--- src/rtl/reg_int_pkg.sv ---
// -----------------------------------------------------------------------------
// reg_int_pkg
// Shared definitions for the interrupt controller register block: the 2-bit
// register address type and the address map of the four registers.
// -----------------------------------------------------------------------------
package reg_int_pkg;

    typedef logic [1:0] int_addr_t;

    localparam int_addr_t INT_ADDR_STATUS = 2'd0;  // sticky status, write-1-to-clear
    localparam int_addr_t INT_ADDR_MASK   = 2'd1;  // 1 = channel masked from int_out
    localparam int_addr_t INT_ADDR_RAW    = 2'd2;  // synchronized source levels, read-only
    localparam int_addr_t INT_ADDR_OVF    = 2'd3;  // lost-edge flags, write-1-to-clear

endpackage : reg_int_pkg

--- src/rtl/reg_register_int_ctrl_if.sv ---
// -----------------------------------------------------------------------------
// reg_register_int_ctrl_if
// Register access port of the interrupt controller.
//   reg_wr_sel  : access strobe (one cycle per access, back-to-back allowed)
//   reg_wr_rd   : 1 = write, 0 = read
//   reg_addr    : register select (see reg_int_pkg)
//   reg_wr_data : write data
//   reg_rd_out  : registered read data, valid while reg_rd is high
//   reg_rd      : read-done pulse, one cycle after the read
//   reg_wr      : write-done pulse, one cycle after the write
// Modports: master (CPU side), slave (register block).
// -----------------------------------------------------------------------------
interface reg_register_int_ctrl_if #(
    parameter int REG_WIDTH = 32
);
    import reg_int_pkg::*;

    logic                 reg_wr_sel;
    logic                 reg_wr_rd;
    int_addr_t            reg_addr;
    logic [REG_WIDTH-1:0] reg_wr_data;
    logic [REG_WIDTH-1:0] reg_rd_out;
    logic                 reg_rd;
    logic                 reg_wr;

    modport master (
        output reg_wr_sel, reg_wr_rd, reg_addr, reg_wr_data,
        input  reg_rd_out, reg_rd, reg_wr
    );

    modport slave (
        input  reg_wr_sel, reg_wr_rd, reg_addr, reg_wr_data,
        output reg_rd_out, reg_rd, reg_wr
    );

endinterface : reg_register_int_ctrl_if

--- src/rtl/reg_int_sync.sv ---
// -----------------------------------------------------------------------------
// reg_int_sync
// Per-channel input conditioning for the interrupt sources: an optional
// 2-flop synchronizer followed by a one-cycle delay used for edge detection.
//   clk, rst_n : clock, asynchronous active-low reset
//   src_in     : raw interrupt sources
//   src_s      : synchronized (or bypassed) sources
//   src_rise   : rising-edge vector, src_s & ~src_s delayed by one clock
// -----------------------------------------------------------------------------
module reg_int_sync #(
    parameter int INT_NUM = 8,
    parameter bit SYNC_EN = 1'b1
) (
    input  logic               clk,
    input  logic               rst_n,
    input  logic [INT_NUM-1:0] src_in,
    output logic [INT_NUM-1:0] src_s,
    output logic [INT_NUM-1:0] src_rise
);

    logic [INT_NUM-1:0] src_d;

    generate
        if (SYNC_EN) begin : g_sync
            logic [INT_NUM-1:0] meta;
            logic [INT_NUM-1:0] stable;

            // NOTE: state flops use non-blocking assignments so that every flop
            // samples the pre-edge value; a blocking meta->stable chain would
            // collapse the two stages into one.
            always_ff @(posedge clk or negedge rst_n) begin
                if (!rst_n) begin
                    meta   <= '0;
                    stable <= '0;
                end else begin
                    meta   <= src_in;
                    stable <= meta;
                end
            end

            assign src_s = stable;
        end else begin : g_bypass
            assign src_s = src_in;
        end
    endgenerate

    always_ff @(posedge clk or negedge rst_n) begin
        if (!rst_n) begin
            src_d <= '0;
        end else begin
            src_d <= src_s;
        end
    end

    assign src_rise = src_s & ~src_d;

endmodule : reg_int_sync

--- src/rtl/reg_register_int_ctrl.sv ---
// -----------------------------------------------------------------------------
// reg_register_int_ctrl
// Interrupt controller register block. Captures INT_NUM sources into sticky
// STATUS bits (edge or level per channel), records lost edges in OVERFLOW,
// and drives one registered, masked interrupt request.
//   clk, rst_n   : clock, asynchronous active-low reset
//   int_src      : raw interrupt sources
//   bus          : register port (slave modport), registers:
//                  0 STATUS (W1C), 1 MASK (RW), 2 RAW (RO), 3 OVERFLOW (W1C)
//   int_out      : |(STATUS & ~MASK), registered
//   int_stat_out : live STATUS bits
// -----------------------------------------------------------------------------
module reg_register_int_ctrl
    import reg_int_pkg::*;
#(
    parameter int                 REG_WIDTH    = 32,
    parameter int                 INT_NUM      = 8,
    parameter logic [INT_NUM-1:0] INT_EDGE     = {INT_NUM{1'b1}},
    parameter logic [INT_NUM-1:0] MASK_DEFAULT = {INT_NUM{1'b1}},
    parameter bit                 SYNC_EN      = 1'b1
) (
    input  logic                    clk,
    input  logic                    rst_n,
    input  logic [INT_NUM-1:0]      int_src,
    reg_register_int_ctrl_if.slave  bus,
    output logic                    int_out,
    output logic [INT_NUM-1:0]      int_stat_out
);

    logic [INT_NUM-1:0]   src_s;
    logic [INT_NUM-1:0]   src_rise;
    logic [INT_NUM-1:0]   evt;

    logic [INT_NUM-1:0]   status_q, status_nxt;
    logic [INT_NUM-1:0]   mask_q, mask_nxt;
    logic [INT_NUM-1:0]   ovf_q, ovf_nxt;

    logic                 wr_stb;
    logic                 rd_stb;
    logic [INT_NUM-1:0]   wr_bits;
    logic [INT_NUM-1:0]   stat_clr;
    logic [INT_NUM-1:0]   ovf_clr;
    logic [REG_WIDTH-1:0] rd_data;

    reg_int_sync #(
        .INT_NUM (INT_NUM),
        .SYNC_EN (SYNC_EN)
    ) u_sync (
        .clk      (clk),
        .rst_n    (rst_n),
        .src_in   (int_src),
        .src_s    (src_s),
        .src_rise (src_rise)
    );

    // Edge channels fire once per rising edge; level channels fire every
    // cycle the source is high, which is why a W1C cannot stick on them.
    assign evt = (INT_EDGE & src_rise) | (~INT_EDGE & src_s);

    assign wr_stb  = bus.reg_wr_sel &  bus.reg_wr_rd;
    assign rd_stb  = bus.reg_wr_sel & ~bus.reg_wr_rd;
    assign wr_bits = bus.reg_wr_data[INT_NUM-1:0];

    // Data bits above the channel count have no storage behind them.
    generate
        if (INT_NUM < REG_WIDTH) begin : g_unused_hi
            logic unused_wr_hi;
            assign unused_wr_hi = ^bus.reg_wr_data[REG_WIDTH-1:INT_NUM];
        end
    endgenerate

    assign stat_clr = (wr_stb && bus.reg_addr == INT_ADDR_STATUS) ? wr_bits : '0;
    assign ovf_clr  = (wr_stb && bus.reg_addr == INT_ADDR_OVF)    ? wr_bits : '0;

    // NOTE: every variable written here gets its default first, so no path
    // leaves a value unassigned and no latch is inferred.
    always_comb begin
        status_nxt = (status_q & ~stat_clr) | evt;
        // An edge landing on an already-pending bit is a lost interrupt,
        // unless software is acknowledging that bit in the same cycle.
        ovf_nxt    = ((ovf_q & ~ovf_clr) | (evt & status_q & ~stat_clr)) & INT_EDGE;
        mask_nxt   = mask_q;
        rd_data    = '0;

        if (wr_stb && bus.reg_addr == INT_ADDR_MASK) begin
            mask_nxt = wr_bits;
        end

        // Reads return pre-edge register contents, zero-extended.
        if (rd_stb) begin
            case (bus.reg_addr)
                INT_ADDR_STATUS: rd_data[INT_NUM-1:0] = status_q;
                INT_ADDR_MASK:   rd_data[INT_NUM-1:0] = mask_q;
                INT_ADDR_RAW:    rd_data[INT_NUM-1:0] = src_s;
                INT_ADDR_OVF:    rd_data[INT_NUM-1:0] = ovf_q;
                default:         rd_data              = '0;
            endcase
        end
    end

    // NOTE: all state here is a handful of control flops, so every one of
    // them sits on the asynchronous reset; a reset mid-access clears the
    // pending pulse before it can be issued.
    always_ff @(posedge clk or negedge rst_n) begin
        if (!rst_n) begin
            status_q       <= '0;
            mask_q         <= MASK_DEFAULT;
            ovf_q          <= '0;
            int_out        <= 1'b0;
            bus.reg_rd_out <= '0;
            bus.reg_rd     <= 1'b0;
            bus.reg_wr     <= 1'b0;
        end else begin
            status_q       <= status_nxt;
            mask_q         <= mask_nxt;
            ovf_q          <= ovf_nxt;
            // Uses current register values: a change at edge k shows at k+1.
            int_out        <= |(status_q & ~mask_q);
            bus.reg_rd_out <= rd_data;
            bus.reg_rd     <= rd_stb;
            bus.reg_wr     <= wr_stb;
        end
    end

    assign int_stat_out = status_q;

endmodule : reg_register_int_ctrl

--- src/flat_wrapper.sv ---
// flat-port wrapper written by rule: the top's interface ports become plain ports
module reg_register_int_ctrl_flat import reg_int_pkg::*;
#(
    parameter int                 REG_WIDTH    = 32,
    parameter int                 INT_NUM      = 8,
    parameter logic [INT_NUM-1:0] INT_EDGE     = {INT_NUM{1'b1}},
    parameter logic [INT_NUM-1:0] MASK_DEFAULT = {INT_NUM{1'b1}},
    parameter bit                 SYNC_EN      = 1'b1
)
  (clk, rst_n, int_src, int_out, int_stat_out, bus_reg_wr_sel, bus_reg_wr_rd, bus_reg_addr, bus_reg_wr_data, bus_reg_rd_out, bus_reg_rd, bus_reg_wr);
  reg_register_int_ctrl_if #(.REG_WIDTH(REG_WIDTH)) bus_i ();
  input  logic clk;
  input  logic rst_n;
  input  logic [INT_NUM-1:0] int_src;
  output logic int_out;
  output logic [INT_NUM-1:0] int_stat_out;
  input wire logic [$bits(bus_i.reg_wr_sel)-1:0] bus_reg_wr_sel;
  input wire logic [$bits(bus_i.reg_wr_rd)-1:0] bus_reg_wr_rd;
  input wire logic [$bits(bus_i.reg_addr)-1:0] bus_reg_addr;
  input wire logic [$bits(bus_i.reg_wr_data)-1:0] bus_reg_wr_data;
  output wire logic [$bits(bus_i.reg_rd_out)-1:0] bus_reg_rd_out;
  output wire logic [$bits(bus_i.reg_rd)-1:0] bus_reg_rd;
  output wire logic [$bits(bus_i.reg_wr)-1:0] bus_reg_wr;
  assign bus_i.reg_wr_sel = bus_reg_wr_sel;
  assign bus_i.reg_wr_rd = bus_reg_wr_rd;
  assign bus_i.reg_addr = bus_reg_addr;
  assign bus_i.reg_wr_data = bus_reg_wr_data;
  assign bus_reg_rd_out = bus_i.reg_rd_out;
  assign bus_reg_rd = bus_i.reg_rd;
  assign bus_reg_wr = bus_i.reg_wr;
  reg_register_int_ctrl #(.REG_WIDTH(REG_WIDTH), .INT_NUM(INT_NUM), .INT_EDGE(INT_EDGE), .MASK_DEFAULT(MASK_DEFAULT), .SYNC_EN(SYNC_EN)) u_core (.clk(clk), .rst_n(rst_n), .int_src(int_src), .bus(bus_i), .int_out(int_out), .int_stat_out(int_stat_out));
endmodule
--- config.mk ---
export PLATFORM = sky130hd
export DESIGN_NAME = reg_register_int_ctrl_flat
export DESIGN_NICKNAME = d
export VERILOG_FILES = /design/src/rtl/reg_int_pkg.sv /design/src/rtl/reg_register_int_ctrl_if.sv /design/src/rtl/reg_int_sync.sv /design/src/rtl/reg_register_int_ctrl.sv /design/src/flat_wrapper.sv
export SDC_FILE = /design/constraint.sdc
export NUM_CORES = 1
export LEC_CHECK = 0
export ABC_AREA = 1
export CAP_MARGIN = 20
export CORE_AREA = 2 2 77 79
export CTS_CLUSTER_SIZE = 8
export DETAILED_ROUTE_END_ITERATION = 6
export DIE_AREA = 0 0 79 81
export GPL_ROUTABILITY_DRIVEN = 0
export GPL_TIMING_DRIVEN = 1
export PLACE_DENSITY = 0.83
export SETUP_SLACK_MARGIN = 0.15
export SLEW_MARGIN = 20
export SYNTH_ARGS = -nofsm -noshare
export SYNTH_HDL_FRONTEND = slang
export SYNTH_SLANG_ARGS = --single-unit
export TNS_END_PERCENT = 1
--- constraint.sdc ---
create_clock -name clk -period 2.4 [get_ports clk]
set_clock_uncertainty 0.2 [all_clocks]
set_input_delay 0.72 -clock clk [delete_from_list [all_inputs] [get_ports clk]]
set_output_delay 0.72 -clock clk [all_outputs]
set_load 0.01 [all_outputs]
==> results of run 1 <==
[metrics by stage]
stage | power [W] | worst slack (ns)
floorplan | 0.001345 | 0.7924
global placement | 0.001439 | 0.1438
detailed placement | 0.001450 | 0.1241
CTS | 0.002245 | 0.1671
global route | 0.002337 | 0.1588
finish | 0.002212 | 0.2080
[layer usage]
layer / part of all wire (%) / wire (um)
met5: 0 / 0
met4: 1.2 / 59
met3: 7.1 / 350
met2: 48 / 2393
met1: 43 / 2153
[layout make-up]
class                      count  area share [%]
multi-input combinational    202           27.52
tap                           75           2.924
clock buffer                  14           5.068
clock inverter                 2          0.3119
timing repair buffer          44           14.46
inverter                      27           3.392
sequential                    59           46.32
[worst max-delay path by stage]
stage | startpoint | to | slack (ns)
6_report | u_core.int_stat_out[6]$_DFF_PN0_ | int_stat_out[6] | 0.21
5_1_grt | u_core.int_stat_out[4]$_DFF_PN0_ | int_stat_out[4] | 0.16
4_1_cts | u_core.int_stat_out[0]$_DFF_PN0_ | int_stat_out[0] | 0.17
3_5_place_dp | bus_reg_addr[1] | u_core.ovf_q[3]$_DFF_PN0_ | 0.12
3_3_place_gp | bus_reg_addr[1] | u_core.ovf_q[6]$_DFF_PN0_ | 0.14
2_1_floorplan | bus_reg_addr[0] | u_core.ovf_q[6]$_DFF_PN0_ | 0.79
[cell families after synthesis]
logic type             share of synthesized area, %
other                                        0.1410
AOI/OAI and AO/OA                             2.259
and+or+nand+nor                               27.58
DFF                                           55.91
buffers and inverters                         14.12
[flip-flops by register name, indices dropped and copies added, names as in the netlist, 8 cells and up]
signal,count
u_core.bus.reg_rd_out,8
u_core.int_stat_out,8
u_core.mask_q,8
u_core.ovf_q,8
u_core.u_sync.g_sync.meta,8
u_core.u_sync.src_d,8
u_core.u_sync.src_s,8
[placed cells by master (no fill, tap or decap)]
cell type          n
nand2_1          101
dfrtp_1           51
clkdlybuf4s50_1   37
nand3_1           30
nor2_1            26
inv_1             25
conb_1            24
clkbuf_8          11
a21oi_1            8
dfstp_2            8
o21ai_0            4
clkbuf_1           3
buf_12             3
nor2_8             2
nand3_2            2
nand2_4            2
clkinv_2           2
nor2_2             1
inv_4              1
nand2_2            1
clkinv_4           1
nor2_4             1
buf_2              1
dlymetal6s2s_1     1
dlygate4sd2_1      1
buf_4              1
[power by group]
part | internal [W] | switching, W
combinational | 0.000127 | 0.000177
clock | 0.000428 | 0.000353
sequential | 0.00109 | 0.0000403
==> impl_metrics.py, run 1 <==
metrics = {
    "floorplanning": {
        "fp.dieH_um": 81,
        "ios": 89,
        "dieArea_mm2": 0.006399,
        "core_mm2": 0.005675,
        "fp-row-count": 28,
        "die_w_um": 79,
        "initial_core_util_pct": 46.85,
    },
    "placement": {
        "dp_hpwl_um": 3293,
        "placed_cells": 407,
        "placed_area_mm2": 0.003035,
        "io_buffers": 40,
    },
    "global_route": {
        "globalRoute.busiestLayer": "met2",
        "grt-ovfl-total": 0,
        "grt_pass1_vias": 1845,
        "grt_use_met1_pct": 23.46,
        "grt_pass1_wl_um": 8328,
        "grt_max_degree": 60,
        "grt_usage_pct": 17.39,
        "grt_util_met3_pct": 4.556,
        "antenna_found_initial": 0,
        "use_met2_pct": 25.42,
    },
    "worst_setup_path": {
        "r2r_start": "u_core.mask_q[6]$_DFFE_PN1P_",
        "endpoint_kind": "output pin",
        "cp.buffers_inverters": 1,
        "cp_data_required_time_ns": 1.48,
        "r2r-end": "u_core.int_out$_DFF_PN0_",
        "path_max_fanout": 4,
        "cp_data_arrival_time_ns": 1.27,
        "cp_top_family": "buffers and inverters",
        "worst-r2r-cell-count": 5,
        "crit_chain": "clkdlybuf4s50_1",
        "slowest_delay_ns": 0.55,
        "r2r_slack_ns": 1.16,
        "cp_slowest_cell": "clkdlybuf4s50_1",
        "startpoint_type": "flop",
        "crit_type": "flop to output pin",
        "cp.depth": 1,
    },
    "min_path": {
        "hold_start": "u_core.u_sync.g_sync.meta[5]$_DFF_PN0_",
        "hp-class": "flop to flop",
        "min_path_cells": 0,
        "holdPathEnd": "u_core.u_sync.src_s[5]$_DFF_PN0_",
    },
    "final_layout": {
        "final_core_util_pct": 56.55,
        "multiInputGateArea_um2": 883.3,
        "fin_area_mm2": 0.003209,
        "final_cells": 423,
        "nNetsFinal": 389,
        "area_growth_pct": 20.71,
        "n_fill_cell": 511,
        "ff_latch_area_mm2": 0.001486,
        "antenna_cells": 0,
        "drive_gt1_share_pct": 10.63,
    },
    "logic_synthesis": {
        "yosysTopAreaCell": "dfrtp_1",
        "seq_area_frac_synth_pct": 55.91,
        "syn_inst": 296,
        "ys_async_sr_fraction_pct": 100.0,
        "synth_edf_count": 0,
        "yosysTopAreaCellShare_pct": 48.00,
        "synth.ff_latch_count": 59,
        "synth_area_mm2": 0.002659,
        "synthTopCellsByCount": "nand2_1 (101), dfrtp_1 (51), nand3_1 (30)",
        "synth_area_leaders": "dfrtp_1 (48%), nand2_1 (14%), dfstp_2 (7.9%)",
        "yosys_warnings": 0,
        "synth.distinct_cells": 20,
        "syn_avg_cell_area_um2": 8.982,
        "synth_ff_type": "dfrtp_1",
        "yosysMostFrequentCell": "nand2_1",
    },
    "route": {
        "wl_per_cell_um": 11.72,
        "first_pass_iters": 4,
        "drt_iter0_drc": 124,
        "viasPerCell": 4.622,
        "vias": 1955,
        "drc": 0,
        "routed_wl_um": 4957,
        "drtAntennaViolNets": 0,
    },
    "job": {
        "maxCapViolations": 0,
    },
    "cts": {
        "postCtsSetupBuffers": 0,
        "cts_sinks": 59,
        "cts_buffers": 9,
        "clock_path_buffers": 2,
        "ctsHoldBuffers": 0,
        "cts_tree": "done",
        "cts_max_level": 3,
        "clk_latency_ns": 0.33,
        "cts_resized": 1,
        "cts_root_buffer": "clkbuf_8",
        "path_clk_slew_ns": 0.06,
    },
    "timing": {
        "setup_viol_count_final": 0,
        "setup_tns_ns": 0,
        "final.period_utilization_pct": 91.33,
        "hold_viol": 0,
        "fmax_mhz": 456.2,
        "slew_viol_final": 0,
        "rsz0062_at_grt": "no",
        "min_period_ns": 2.192,
        "whs_ns": 0.1447,
    },
    "pwr": {
        "p_per_area_mw_per_mm2": 689.4,
        "p_leak_nw": 1.632,
        "ir_drop_v": 0.0003190,
    },
    "outcome": {
        "outcome": "completed",
    },
}
(Power assumes the default switching activity.)
==> inputs of run 2 (changes only) <==
==> constraint.sdc (replaced) <==
create_clock -name clk -period 2.4 [get_ports clk]
set_clock_uncertainty 0.2 [all_clocks]
set_input_delay 0.72 -clock clk [delete_from_list [all_inputs] [get_ports clk]]
set_output_delay 0.72 -clock clk [all_outputs]
set_load 0.1 [all_outputs]
==> run 2 against run 1 <==
Effect of this change:
- highest routed layer unchanged
- worst setup slack improved by 0.23 ns
- fmax rose by 12%
- via count rose by 2.0%
- utilization rose by 3.3 points
- non-clock buffer count did not move
- sequential cell count did not move
- count of clock-buffer cells in the layout did not move
- power rose by 14%
- combinational power rose by 100%
- first-iteration DRC count rose by 31%
- sequential power barely moved
- largest power group unchanged
- clock power barely moved
==> impl_metrics.py, run 2 (synthesis results as in run 1) <==
metrics = {
    "cts": {
        "ctsHoldBuffers": 0,
        "cts_buffers": 9,
        "cts_resized": 0,
        "cts_max_level": 3,
        "cts_sinks": 59,
        "cts_tree": "done",
        "postCtsSetupBuffers": 0,
        "cts_root_buffer": "clkbuf_8",
        "clock_path_buffers": 2,
        "clk_latency_ns": 0.33,
        "path_clk_slew_ns": 0.06,
    },
    "timing": {
        "whs_ns": 0.1456,
        "rsz0062_at_grt": "no",
        "final.period_utilization_pct": 81.76,
        "min_period_ns": 1.962,
        "setup_viol_count_final": 0,
        "hold_viol": 0,
        "slew_viol_final": 0,
        "fmax_mhz": 509.6,
        "setup_tns_ns": 0,
    },
    "worst_setup_path": {
        "path_max_fanout": 27,
        "cp_slowest_cell": "clkdlybuf4s50_1",
        "cp_data_required_time_ns": 2.42,
        "crit_path_frequent_cell": "nand2_1",
        "crit_type": "primary input to flop",
        "cp_data_arrival_time_ns": 1.98,
        "crit_chain": "clkdlybuf4s50_1 -> buf_12 -> nand2_4 -> nor2_4 -> nand2_1 -> nand2_1 -> nand2_1",
        "endpoint_kind": "flop",
        "startpoint_type": "primary input",
        "slowest_delay_ns": 0.52,
    },
    "floorplanning": {
        "ios": 89,
        "core_mm2": 0.005675,
        "fp.dieH_um": 81,
        "initial_core_util_pct": 46.85,
        "dieArea_mm2": 0.006399,
        "die_w_um": 79,
        "fp-row-count": 28,
    },
    "global_route": {
        "grt_max_degree": 60,
        "antenna_found_initial": 0,
        "grt_pass1_wl_um": 8493,
        "grt_pass1_vias": 1961,
        "grt_usage_pct": 17.58,
        "grt-ovfl-total": 0,
    },
    "job": {
        "maxCapViolations": 0,
    },
    "final_layout": {
        "mostFrequentLayoutCell": "nand2_1",
        "antenna_cells": 0,
        "nNetsFinal": 389,
        "drive_gt1_share_pct": 16.09,
        "n_fill_cell": 474,
        "final_core_util_pct": 59.88,
        "multiInputGateArea_um2": 883.3,
        "area_growth_pct": 27.81,
        "layout_common_cells": "nand2_1 (101), dfrtp_1 (51), nand3_1 (30)",
        "ff_latch_area_mm2": 0.001486,
    },
    "route": {
        "vias": 1994,
        "drtAntennaViolNets": 0,
        "routed_wl_um": 5135,
        "viasPerCell": 4.714,
        "drt_iter0_drc": 162,
        "first_pass_iters": 4,
        "drc": 0,
        "wl_per_cell_um": 12.14,
    },
    "pwr": {
        "ir_drop_v": 0.0003505,
        "power.switching_w": 0.0008476,
        "intPower_w": 0.001681,
        "p_per_area_mw_per_mm2": 744.2,
        "p_leak_nw": 1.737,
        "swShare_pct": 33.52,
        "seqPwrFrac_pct": 45.0,
        "p_total_w": 0.002529,
        "combPwrFrac_pct": 24.2,
        "power_frac_clock_pct": 30.8,
    },
    "placement": {
        "io_buffers": 40,
        "dp_hpwl_um": 3314,
    },
    "min_path": {
        "hp-class": "flop to flop",
    },
    "outcome": {
        "outcome": "completed",
    },
}
[run 2: final cells by class]
cell class                      instances  area share, %
Clock buffer                           14          4.786
Clock inverter                          2         0.2946
Inverter                               27          3.203
Multi-Input combinational cell        202          25.99
Sequential cell                        59          43.74
Tap cell                               75          2.761
Timing Repair Buffer                   44          19.22
[run 2: path summary, 6_finish.rpt]
path	start	to	slack, ns	cells after the start
max	bus_reg_addr[1]	u_core.ovf_q[1]$_DFF_PN0_	0.44	7
min	u_core.u_sync.g_sync.meta[5]$_DFF_PN0_	u_core.u_sync.src_s[5]$_DFF_PN0_	0.15	0
max reg2reg	u_core.mask_q[4]$_DFFE_PN1P_	u_core.int_out$_DFF_PN0_	1.20	5
min reg2reg	u_core.u_sync.g_sync.meta[5]$_DFF_PN0_	u_core.u_sync.src_s[5]$_DFF_PN0_	0.15	0
max in group asynchronous	rst_n	u_core.mask_q[6]$_DFFE_PN1P_	1.53	2
min in group asynchronous	rst_n	u_core.u_sync.g_sync.meta[4]$_DFF_PN0_	0.18	2
[run 2: power by group through the flow]
stage               Combinational [W]  Sequential [W]  Clock, W
floorplan                    0.000349         0.00126         0
global placement             0.000602         0.00115         0
detailed placement           0.000611         0.00116         0
CTS                          0.000614         0.00114  0.000799
global route                 0.000648         0.00115  0.000846
finish                       0.000612         0.00114  0.000778
[run 2: per-stage QoR]
stage | setup WS [ns] | cells | area [um^2]
after floorplan | 0.5536 | 319 | 2745
after global placement | 0.1430 | 407 | 3226
after detailed placement | 0.1129 | 407 | 3226
after CTS | 0.4469 | 423 | 3398
after global routing | 0.3699 | 423 | 3398
final | 0.4377 | 423 | 3398
[run 2: worst max-delay path, delay by kind of cell]
| kind | cells | cell delay, ns |
|---|---|---|
| buffers and inverters | 2 | 0.73 |
| and+or+nand+nor | 5 | 0.53 |
[run 2: routing by layer]
layer | vias up | global-route usage, % | wire [um]
met2 | 86 | 27.54 | 2526
li1 | 961 | - | -
met5 | - | 0 | 0
met4 | 0 | 8.793 | 49
met1 | 941 | 21.49 | 2118
met3 | 6 | 6.556 | 440
==> inputs of run 3 (changes only) <==
--- a/config.mk
+++ b/config.mk
@@ -7,13 +7,13 @@
 export LEC_CHECK = 0
 export ABC_AREA = 1
 export CAP_MARGIN = 20
-export CORE_AREA = 2 2 77 79
+export CORE_AREA = 2 2 84 86
 export CTS_CLUSTER_SIZE = 8
 export DETAILED_ROUTE_END_ITERATION = 6
-export DIE_AREA = 0 0 79 81
+export DIE_AREA = 0 0 86 88
 export GPL_ROUTABILITY_DRIVEN = 0
 export GPL_TIMING_DRIVEN = 1
-export PLACE_DENSITY = 0.83
+export PLACE_DENSITY = 0.74
 export SETUP_SLACK_MARGIN = 0.15
 export SLEW_MARGIN = 20
 export SYNTH_ARGS = -nofsm -noshare
==> constraint.sdc (replaced) <==
create_clock -name clk -period 1.65 [get_ports clk]
set_clock_uncertainty 0.2 [all_clocks]
set_input_delay 0.495 -clock clk [delete_from_list [all_inputs] [get_ports clk]]
set_output_delay 0.495 -clock clk [all_outputs]
set_load 0.1 [all_outputs]
==> run 3 against run 2 <==
Effect of this change:
- register-to-register slack lost 0.91 ns
- global-route usage down 2.2 points
- power up 60%
- sequential power rose by 45%
- sequential cell count unchanged
- sequential share of layout area decreased by 2.6 points
- worst setup slack got worse by 0.42 ns
- non-clock buffer count rose by 17
- utilization shrank 5.5 points
- wire length is 2.5% higher
- critical path depth shrank 6
- design area increased by 6.4%
- critical endpoint is now int_stat_out[1]
==> impl_metrics.py, run 3 (synthesis results as in run 1) <==
metrics = {
    "route": {
        "wl_per_cell_um": 11.80,
        "first_pass_iters": 4,
        "drtAntennaViolNets": 0,
        "vias": 2029,
        "drt_iter0_drc": 89,
        "viasPerCell": 4.549,
        "drc": 0,
        "routed_wl_um": 5263,
    },
    "timing": {
        "fmax_mhz": 612.8,
        "final.period_utilization_pct": 98.91,
        "hold_viol": 0,
        "whs_ns": 0.1484,
        "setup_tns_ns": 0,
        "slew_viol_final": 0,
        "min_period_ns": 1.632,
        "rsz0062_at_grt": "yes",
        "setup_viol_count_final": 0,
    },
    "cts": {
        "cts_tree": "done",
        "cts_max_level": 3,
        "cts_root_buffer": "clkbuf_8",
        "clock_path_buffers": 2,
        "cts_sinks": 59,
        "path_clk_slew_ns": 0.06,
        "clk_latency_ns": 0.34,
        "cts_buffers": 9,
    },
    "final_layout": {
        "multiInputGateArea_um2": 894.6,
        "area_growth_pct": 35.95,
        "drive_gt1_share_pct": 21.04,
        "final_cells": 446,
        "n_fill_cell": 591,
        "antenna_cells": 0,
        "layout_common_cells": "nand2_1 (101), dfrtp_1 (49), nand3_1 (30)",
        "ff_latch_area_mm2": 0.001489,
        "fin_area_mm2": 0.003615,
        "mostFrequentLayoutCell": "nand2_1",
        "nNetsFinal": 407,
    },
    "floorplanning": {
        "fp.dieH_um": 88,
        "dieArea_mm2": 0.007568,
        "core_mm2": 0.006644,
        "die_w_um": 86,
        "ios": 89,
        "fp-row-count": 30,
        "initial_core_util_pct": 40.02,
    },
    "placement": {
        "io_buffers": 40,
        "dp_hpwl_um": 3375,
        "placed_cells": 419,
        "placed_area_mm2": 0.003298,
    },
    "job": {
        "maxCapViolations": 0,
    },
    "worst_setup_path": {
        "startpoint_type": "flop",
        "cp_slowest_cell": "dfrtp_1",
        "crit_type": "flop to output pin",
        "path_max_fanout": 2,
        "cp_data_required_time_ns": 0.95,
        "cp.buffers_inverters": 1,
        "crit_chain": "buf_12",
        "cp_top_family": "flip-flops",
        "slowest_delay_ns": 0.42,
        "endpoint_kind": "output pin",
        "cp_data_arrival_time_ns": 0.94,
    },
    "global_route": {
        "antenna_found_initial": 0,
        "grt_max_degree": 60,
        "grt_pass1_vias": 1928,
        "grt_pass1_wl_um": 8700,
        "grt_usage_pct": 15.40,
        "grt-ovfl-total": 0,
    },
    "outcome": {
        "outcome": "completed",
    },
    "pwr": {
        "p_per_area_mw_per_mm2": 1119,
        "p_leak_nw": 1.849,
        "p_total_w": 0.004046,
        "ir_drop_v": 0.0006574,
    },
    "min_path": {
        "hp-class": "flop to flop",
    },
}
-- run 3: path summary, 6_finish.rpt --
path | from | to | slack [ns] | cells past startpoint
worst min-delay path | u_core.u_sync.g_sync.meta[2]$_DFF_PN0_ | u_core.u_sync.src_s[2]$_DFF_PN0_ | 0.15 | 0
worst min register to register | u_core.u_sync.g_sync.meta[2]$_DFF_PN0_ | u_core.u_sync.src_s[2]$_DFF_PN0_ | 0.15 | 0
max in group asynchronous | rst_n | u_core.mask_q[2]$_DFFE_PN1P_ | 0.45 | 3
worst max register to register | u_core.int_stat_out[0]$_DFF_PN0_ | u_core.int_out$_DFF_PN0_ | 0.29 | 6
worst max-delay path | u_core.int_stat_out[1]$_DFF_PN0_ | int_stat_out[1] | 0.02 | 1
min in group asynchronous | rst_n | u_core.u_sync.g_sync.meta[2]$_DFF_PN0_ | 0.48 | 3
-- run 3: layout make-up --
| cell class | count | area share [%] |
|---|---|---|
| clock buffer | 12 | 4.292 |
| clock inverter | 4 | 2.008 |
| inverter | 27 | 3.011 |
| multi-input combinational | 203 | 24.75 |
| sequential | 59 | 41.19 |
| tap | 80 | 2.769 |
| timing repair buffer | 61 | 21.98 |
-- run 3: through the flow --
| stage | setup WS [ns] | utilization (%) |
|---|---|---|
| 6_report | 0.01803 | 54.41 |
| 5_1_grt | -0.02248 | 54.41 |
| 4_1_cts | -0.001900 | 54.29 |
| 3_5_place_dp | -0.4138 | 49.64 |
| 3_3_place_gp | -0.3934 | 49.64 |
| 2_1_floorplan | 0.02860 | - |
-- run 3: repair_timing --
action | CTS | global route
buffers inserted | 8 | 1
gates resized for setup | 6 | 0
pin swaps | 5 | 0
hold buffers | 1 | 0
hold endpoints to repair | 51 | 0
endpoints found under the setup margin | 51 | 19
cloned | 1 | 0
-- run 3: layer usage --
| layer | GRT usage [%] | routed length (um) | up-vias |
|---|---|---|---|
| li1 | - | - | 993 |
| met1 | 17.12 | 2135 | 966 |
| met2 | 25.65 | 2746 | 65 |
| met3 | 6.032 | 328 | 5 |
| met4 | 8.081 | 52 | 0 |
| met5 | 0 | 0 | - |
-- run 3: report_power, final --
part | internal, W | switching [W] | leakage, nW
logic | 0.000270 | 0.000661 | 1.08
clock network | 0.000930 | 0.000534 | 0.113
registers | 0.00158 | 0.0000683 | 0.654
total | 0.00278 | 0.00126 | 1.85
